<file path="config.mk">
export PLATFORM = sky130hd
export DESIGN_NAME = q_meas_scheduler
export DESIGN_NICKNAME = d
export VERILOG_FILES = /design/src/rtl/q_meas_scheduler.sv
export SDC_FILE = /design/constraint.sdc
export NUM_CORES = 1
export LEC_CHECK = 0
export CORE_MARGIN = 2
export CORE_UTILIZATION = 32
export DETAILED_ROUTE_END_ITERATION = 8
export PLACE_DENSITY_LB_ADDON = 0.3
export SKIP_CTS_REPAIR_TIMING = 1
export SLEW_MARGIN = 25
export SYNTH_ARGS = -nofsm -noshare
export SYNTH_HDL_FRONTEND = slang
export SYNTH_SLANG_ARGS = --single-unit
</file>
<file path="constraint.sdc">
create_clock -name clk -period 2 [get_ports clk]
set_clock_uncertainty 0.1 [all_clocks]
set_input_delay 0.4 -clock clk [delete_from_list [all_inputs] [get_ports clk]]
set_output_delay 0.4 -clock clk [all_outputs]
set_load 0.02 [all_outputs]
</file>
<file path="src/rtl/q_meas_scheduler.sv">
`default_nettype none
// ============================================================================
// Module      : q_meas_scheduler
// Description : Round-robin sequencer for charge-measurement channels; starts
//               each enabled channel, captures its result or a timeout, and
//               streams it out tagged with the channel index.
// Revision    : 1.0 - initial release
// ============================================================================
module q_meas_scheduler #(
  parameter int N_CH           = 4,
  parameter int BUS_WIDTH      = 10,
  parameter int CH_W           = 2,
  parameter int TIMEOUT_CYCLES = 200,
  parameter int TO_W           = 8
) (
  input  logic                      clk,
  input  logic                      rst,
  input  logic                      enable,
  input  logic [N_CH-1:0]           ch_mask,
  output logic [N_CH-1:0]           meas_start,
  input  logic [N_CH-1:0]           meas_ready,
  input  logic [N_CH*BUS_WIDTH-1:0] meas_q,
  output logic                      out_valid,
  input  logic                      out_ready,
  output logic [BUS_WIDTH-1:0]      out_data,
  output logic [CH_W-1:0]           out_ch,
  output logic                      out_timeout,
  output logic                      busy,
  output logic                      frame_done
);

  typedef enum logic [2:0] {
    S_IDLE    = 3'd0,
    S_ARM     = 3'd1,
    S_SETTLE  = 3'd2,
    S_EMIT    = 3'd3,
    S_RELEASE = 3'd4
  } state_t;

  localparam logic [TO_W-1:0] c_to_last = TO_W'(TIMEOUT_CYCLES - 1);
  localparam logic [TO_W-1:0] c_to_one  = TO_W'(1);
  localparam logic [N_CH-1:0] c_one_hot = N_CH'(1);

  state_t            r_state;
  logic [CH_W-1:0]   r_cur;
  logic [N_CH-1:0]   r_frame_mask;
  logic [TO_W-1:0]   r_to_cnt;

  logic [CH_W-1:0]      w_low_idx;
  logic [CH_W-1:0]      w_next_idx;
  logic                 w_has_next;
  logic                 w_ready_cur;
  logic [BUS_WIDTH-1:0] w_q_cur;
  logic                 w_start_ok;

  assign w_start_ok = enable && (ch_mask != '0);

  // Priority scans run from the top down so the lowest qualifying index wins.
  always_comb begin
    w_low_idx   = '0;
    w_next_idx  = '0;
    w_has_next  = 1'b0;
    w_ready_cur = 1'b0;
    w_q_cur     = '0;
    for (int i = N_CH - 1; i >= 0; i--) begin
      if (ch_mask[i]) begin
        w_low_idx = CH_W'(i);
      end
      if (r_frame_mask[i] && (CH_W'(i) > r_cur)) begin
        w_next_idx = CH_W'(i);
        w_has_next = 1'b1;
      end
    end
    for (int i = 0; i < N_CH; i++) begin
      if (r_cur == CH_W'(i)) begin
        w_ready_cur = meas_ready[i];
        w_q_cur     = meas_q[i*BUS_WIDTH +: BUS_WIDTH];
      end
    end
  end

  always_ff @(posedge clk or posedge rst) begin
    if (rst) begin
      r_state      <= S_IDLE;
      r_cur        <= '0;
      r_frame_mask <= '0;
      r_to_cnt     <= '0;
      meas_start   <= '0;
      out_valid    <= 1'b0;
      out_data     <= '0;
      out_ch       <= '0;
      out_timeout  <= 1'b0;
      busy         <= 1'b0;
      frame_done   <= 1'b0;
    end else begin
      frame_done <= 1'b0;
      case (r_state)
        S_IDLE: begin
          if (w_start_ok) begin
            r_frame_mask <= ch_mask;
            r_cur        <= w_low_idx;
            meas_start   <= c_one_hot << w_low_idx;
            r_to_cnt     <= '0;
            busy         <= 1'b1;
            r_state      <= S_ARM;
          end
        end

        S_ARM: begin
          if (w_ready_cur) begin
            r_state <= S_SETTLE;
          end else if (r_to_cnt == c_to_last) begin
            out_data    <= '0;
            out_timeout <= 1'b1;
            out_ch      <= r_cur;
            out_valid   <= 1'b1;
            r_state     <= S_EMIT;
          end else if (r_to_cnt != '1) begin
            r_to_cnt <= r_to_cnt + c_to_one;
          end
        end

        // The channel registers its result one cycle after raising ready.
        S_SETTLE: begin
          out_data    <= w_q_cur;
          out_ch      <= r_cur;
          out_timeout <= 1'b0;
          out_valid   <= 1'b1;
          r_state     <= S_EMIT;
        end

        S_EMIT: begin
          if (out_ready) begin
            out_valid  <= 1'b0;
            meas_start <= '0;
            r_state    <= S_RELEASE;
          end
        end

        // Dropping enable ends the frame here, after the current result left.
        S_RELEASE: begin
          if (enable && w_has_next) begin
            r_cur      <= w_next_idx;
            meas_start <= c_one_hot << w_next_idx;
            r_to_cnt   <= '0;
            r_state    <= S_ARM;
          end else begin
            frame_done <= 1'b1;
            if (w_start_ok) begin
              r_frame_mask <= ch_mask;
              r_cur        <= w_low_idx;
              meas_start   <= c_one_hot << w_low_idx;
              r_to_cnt     <= '0;
              r_state      <= S_ARM;
            end else begin
              busy    <= 1'b0;
              r_state <= S_IDLE;
            end
          end
        end

        default: begin
          meas_start <= '0;
          out_valid  <= 1'b0;
          busy       <= 1'b0;
          r_state    <= S_IDLE;
        end
      endcase
    end
  end

endmodule
`default_nettype wire

</file>
==> flow_summary.yaml <==
run_status:
  status: "finished, violations left"
  violations: "design-rule violations, negative setup slack"
global_route:
  grt.total_usage_pct: 17.2
  antenna_found_initial: 0
  first_global_vias: 2023
  grt_overflow: 0
  grt_start_max_net_pins: 37
  grt_pass1_wl_microns: 9850
final_layout:
  syn2layout_area_growth_pct: 51.6
  diodes: 0
  final_common_cell: "clkdlybuf4s50_1"
  fill_cells: 599
  final_nets: 351
  layout_common_cells: "clkdlybuf4s50_1 (70), dfrtp_1 (36), buf_4 (30), nor2_1 (17), nand2_1 (12)"
  regArea_sq_um: 901
  multi_input_area_sq_mm: 0.00121
  drive_gt1_share_pct: 22.1
cts:
  clkTransAtPathRegs_ns: 0.07
  clock-sinks: 36
  cts_buffer_depth: 2
  cts_tree: "yes"
  h-tree-depth: 2
  cts_made_buffers: 5
  cts_root_buf: "clkbuf_8"
  clk-insertion-delay-late_ns: 0.29
setup_path:
  cp_slowest_cell: "mux4_2"
  critPathLaunchType: "input pin"
  slowest_delay_ns: 0.51
  crit_buf_inv: 1
  ff2ff_setup_slack_ns: -0.04
  worst_path_dominant_cell_family: "compound AO/OA/AOI/OAI gates"
  crit_fanout: 7
  path_class: "input pin to flip-flop"
  crit_arrival_ns: 2.18
  worstPathCellList: "clkdlybuf4s50_1, mux4_2, a31o_4, a211o_4, o31a_1, o21ai_1"
  crit_required_ns: 2.11
  endpoint_kind: "flip-flop"
synthesis:
  synth_edf_count: 0
  synth_fp_nets: 254
  ys_warn_count: 0
  ys_ff_latch: 36
  synth_ff_type: "dfrtp_1"
  async_reset_ff_share_pct: 100
  yosys.area.top_type: "dfrtp_1"
  seq_area_frac_synth_pct: 42.1
  syn_area_per_cell_sq_um: 10.6
  ys_types: 47
  ys_top_cells_by_area: "dfrtp_1 (42%), mux4_2 (9.5%), a22o_1 (4.5%)"
  synth_area_sq_mm: 0.00214
  netlist.area_leader.share_pct: 42.1
  syn_inst: 201
place:
  gp_congestion: 0.802
  io_buffers: 71
  hpwl_microns: 4820
detailed_routing:
  dr_total_vias: 1999
  drc: 2
  viasPerCell: 5.33
  drt_wl_total_microns: 6230
  drt-pass1-iter-count: 6
  wl_per_cell_microns: 16.6
  drt_iter0_markers: 97
  ant_nets: 0
timing:
  finalSetupTns_ns: -0.301
  fin_crit_sh_pct: 104
  fin_ws_ns: -0.0745
  max_freq_ghz: 0.482
  rsz0062_at_grt: "yes"
  setup_viol: 5
  worst_slew_pin_slew_ns: 0.503
  maxSlewViolCount: 0
  period_needed_ns: 2.07
  finalHoldViolCount: 0
  slew_headroom_pct: 66.5
floorplan:
  num_io_pins: 72
  initial_utilization_pct: 33.3
  die_area_sq_mm: 0.00736
  dieWidth_microns: 85.8
  core-area_sq_mm: 0.00642
  num_rows: 29
  die_h_microns: 85.8
pwr:
  leakage_nw: 1.34
  ir_drop_uv: 612
  power_density_mw_per_mm2: 1320
  total_power_mw: 4.29
job:
  max-cap-violations: 0
min_path:
  hp-class: "flip-flop to flip-flop"
## through the flow
| stage | setup slack, ns | hold WS [ns] | std cells | util, % | instance area [sq um] |
|---|---|---|---|---|---|
| 3_3_place_gp | -0.344 | 0.389 | 368 | 48.7 | 3130 |
| 6_report | -0.0745 | 0.404 | 375 | 50.5 | 3240 |
| 5_1_grt | -0.117 | 0.433 | 375 | 50.5 | 3240 |
| 2_1_floorplan | 0.00184 | 0.364 | 201 | - | 2140 |
| 3_5_place_dp | -0.370 | 0.392 | 368 | 48.7 | 3130 |
| 4_1_cts | -0.0759 | 0.410 | 375 | 49.9 | 3210 |
## cells by family after synthesis
family                     share of synthesized area, %
muxes                                              15.1
adders and majority gates                         0.585
buffers and inverters                              3.33
DFF                                                42.1
AOI/OAI and AO/OA                                  22.7
and+or+nand+nor                                    16.1
## final cells by class
type	count	area share (%)
clock buffers	6	2.24
clock inverters	1	0.154
inverters	6	0.694
multi-input cells	148	37.3
flip-flops and latches	36	27.8
well taps	77	2.97
repair buffers	101	28.9
## power by group
part	leakage (nW)	total [mW]	switching, mW	internal [mW]
registers	0.454	1.23	0.213	1.02
logic	0.844	2.56	1.24	1.32
clock network	0.0410	0.496	0.259	0.237
## path summary, 6_finish.rpt
check	startpoint	end	cells after the start
worst max-delay path	meas_ready[2]	r_to_cnt[5]$_DFFE_PP0P_	6
worst min-delay path	out_data[0]$_DFFE_PP0P_	out_data[0]$_DFFE_PP0P_	1
worst max register to register	r_cur[0]$_DFFE_PP0P_	r_to_cnt[5]$_DFFE_PP0P_	5
worst min register to register	out_data[0]$_DFFE_PP0P_	out_data[0]$_DFFE_PP0P_	1
max in group asynchronous	rst	out_data[3]$_DFFE_PP0P_	3
min in group asynchronous	rst	r_to_cnt[4]$_DFFE_PP0P_	3
## sequential cells by signal, summed over array words and instances, names as in the netlist
name / cells
r_to_cnt: 8
out_timeout: 1
busy: 1
out_valid: 1
r_state: 3
out_ch: 2
meas_start: 4
r_cur: 2
frame_done: 1
r_frame_mask: 3
out_data: 10
## synth_stat cells, drive strengths merged (2+ instances only)
| master | n |
|---|---|
| and2 | 3 |
| o21ai | 12 |
| a22o | 11 |
| nand2 | 13 |
| a211o | 2 |
| nand3 | 4 |
| nor3 | 4 |
| dfrtp | 36 |
| a31oi | 5 |
| o31a | 2 |
| or2 | 3 |
| nor3b | 6 |
| inv | 6 |
| o211ai | 5 |
| a21boi | 2 |
| a21o | 2 |
| and3 | 3 |
| nor2 | 18 |
| a211oi | 3 |
| mux2 | 6 |
| or4 | 2 |
| mux4 | 11 |
| a21oi | 8 |
| o21a | 2 |
| nor2b | 2 |
| a221o | 3 |
| clkbuf | 10 |
## per-layer routing
layer  vias to the layer above  part of all wire (%)  global-route usage, %
li1                        970                     -                      -
met1                       978                    43                   22.0
met2                        42                    53                   29.0
met3                         9                   3.1                   3.18
met4                         0                   1.7                   6.35
met5                         -                     0                      0
Note: power is estimated with default switching activity, not from simulation.
==> edit (config.mk and constraints unchanged) <==
`CH_W`: 2 -> 4.
--- a/src/rtl/q_meas_scheduler.sv
+++ b/src/rtl/q_meas_scheduler.sv
@@ -10,5 +10,5 @@
   parameter int N_CH           = 4,
   parameter int BUS_WIDTH      = 10,
-  parameter int CH_W           = 2,
+  parameter int CH_W           = 4,
   parameter int TIMEOUT_CYCLES = 200,
   parameter int TO_W           = 8
Interface: changed (resized out_ch); port bits go from 72 to 74. No check against the original RTL was run, so the function may have changed too.
==> edit against the unedited design <==
The run ends with negative setup slack left; worst setup slack worse by 0.031 ns; area after synthesis increased by 15%; sequential cell count rose by 4; first-iteration DRC count grew 63%; count of clock-buffer cells in the layout fell by 1; utilization is 2.5 points higher; final area grew 20%; wire length increased by 13%; total power is 14% higher; critical endpoint is now out_data[5]$_DFFE_PP0P_; highest routed layer unchanged.
==> edit: results (changes against the unedited design) <==
* CP max-delay cell: dfrtp_1
* Port bufs at 73 (+2.8%)
* Crit-path leading delay family: simple AND/OR/NAND/NOR gates
* Global placement routability congestion at 0.844 (+5.2%)
* Hold Slack at 0.350 ns (-0.0543 ns)
* Crit Reg-Reg Startpoint: r_to_cnt[3]$_DFFE_PP0P_
* YS warnings at 0 (unchanged)
* First-pass GRT wire length at 11200 µm (+14%)
* Clock-pin slew on the worst setup and hold paths at 0.09 ns (+0.02 ns)
* Most frequent cells after synthesis: dfrtp_1 (40), mux2i_1 (22), nand2_1 (16)
* CP max FO at 11 (+4)
* Failing checks: negative setup slack
* Total track usage at 0.164 (-0.00796)
* RR Endpoint: out_data[5]$_DFFE_PP0P_
* Worst-margin pin slew at 0.417 ns (-0.0864 ns)
* WL/cell at 15.4 µm (-7.1%)
* Initial DRC Count at 158 (+63%)
* Syn nets at 287 (+13%)
* Max stage delay on crit path at 0.40 ns (-0.11 ns)
* Nets@finish at 411 (+17%)
* Worst hold path class: input pin to asynchronous set/reset pin
* Setup slack after layout at -0.105 ns (-0.0305 ns)
* Initial core utilization at 0.334 (+0.00105)
* Final setup violation count at 10 (+5)
* Worst VDD drop at 738 µV (+21%)
* Final HPWL DP at 5150 µm (+6.8%)
* Share of cells above drive strength 1 at 0.259 (+0.0376)
* Vias in the first global route at 2310 (+14%)
* Most area-consuming cells after synthesis: dfrtp_1 (41%), mux2i_1 (9.0%), a22o_1 (4.3%), mux2_1 (3.7%), a22oi_1 (3.4%)
* Total number of vias at 2357 (+18%)
* Dpl cell area at 3590 µm² (+15%)
* Status: finished, violations left
* Total leakage power at 1.66 nW (+24%)
* First-pass detailed-route iteration total at 4 (-2)
-- edit: cell type report --
cell class	instances	area (µm²)
well taps	99	124
multi-input cells	177	1430
clock buffers	5	68.8
clock inverters	3	46.3
inverters	5	18.8
fillers	639	3450
repair buffers	129	1190
flip-flops and latches	40	1000
-- edit: how the worst max path moves through the flow --
| stage | start | to | slack [ns] | cells after the start |
|---|---|---|---|---|
| 2_1_floorplan | r_cur[2]$_DFFE_PP0P_ | out_ch[0]$_DFFE_PP0P_ | 0.04 | 6 |
| 3_3_place_gp | meas_ready[0] | out_ch[0]$_DFFE_PP0P_ | -0.27 | 6 |
| 3_5_place_dp | meas_ready[0] | out_ch[2]$_DFFE_PP0P_ | -0.30 | 6 |
| 4_1_cts | r_cur[1]$_DFFE_PP0P_ | out_ch[3]$_DFFE_PP0P_ | -0.18 | 5 |
| 5_1_grt | r_to_cnt[3]$_DFFE_PP0P_ | out_data[2]$_DFFE_PP0P_ | -0.16 | 7 |
| 6_report | r_to_cnt[3]$_DFFE_PP0P_ | out_data[5]$_DFFE_PP0P_ | -0.11 | 7 |
-- edit: cells by family after synthesis --
group                      share of synthesized area
AOI/OAI and AO/OA                              0.225
xor gates and xnor gates                     0.00358
adders and majority gates                    0.00511
buffers and inverters                         0.0373
DFF                                            0.409
muxes                                          0.138
and+or+nand+nor                                0.183
-- edit: worst min-delay path, delay by kind of cell --
kind / cells / cell delay [ns]
buffers and inverters: 3 / 0.72
-- edit: where the power goes --
group | switching, mW | internal, mW | leakage [nW] | total (mW)
combinational | 1.35 | 1.53 | 1.09 | 2.88
clock | 0.315 | 0.376 | 0.0548 | 0.691
sequential | 0.244 | 1.09 | 0.510 | 1.33
-- edit: stage by stage --
step           setup slack [ns]  setup TNS (ns)  instances
2_1_floorplan            0.0448               0        234
3_3_place_gp             -0.273           -4.53        440
3_5_place_dp             -0.305           -5.95        440
4_1_cts                  -0.185          -0.825        448
5_1_grt                  -0.156           -1.45        458
6_report                 -0.105          -0.835        458
-- edit: per-layer routing --
layer	global-route usage	wire length [µm]	vias to the layer above
met2	0.262	3290	78
met1	0.224	3210	1128
met4	0.0354	55	0
met3	0.0407	507	5
met5	0	0	-
li1	-	-	1146
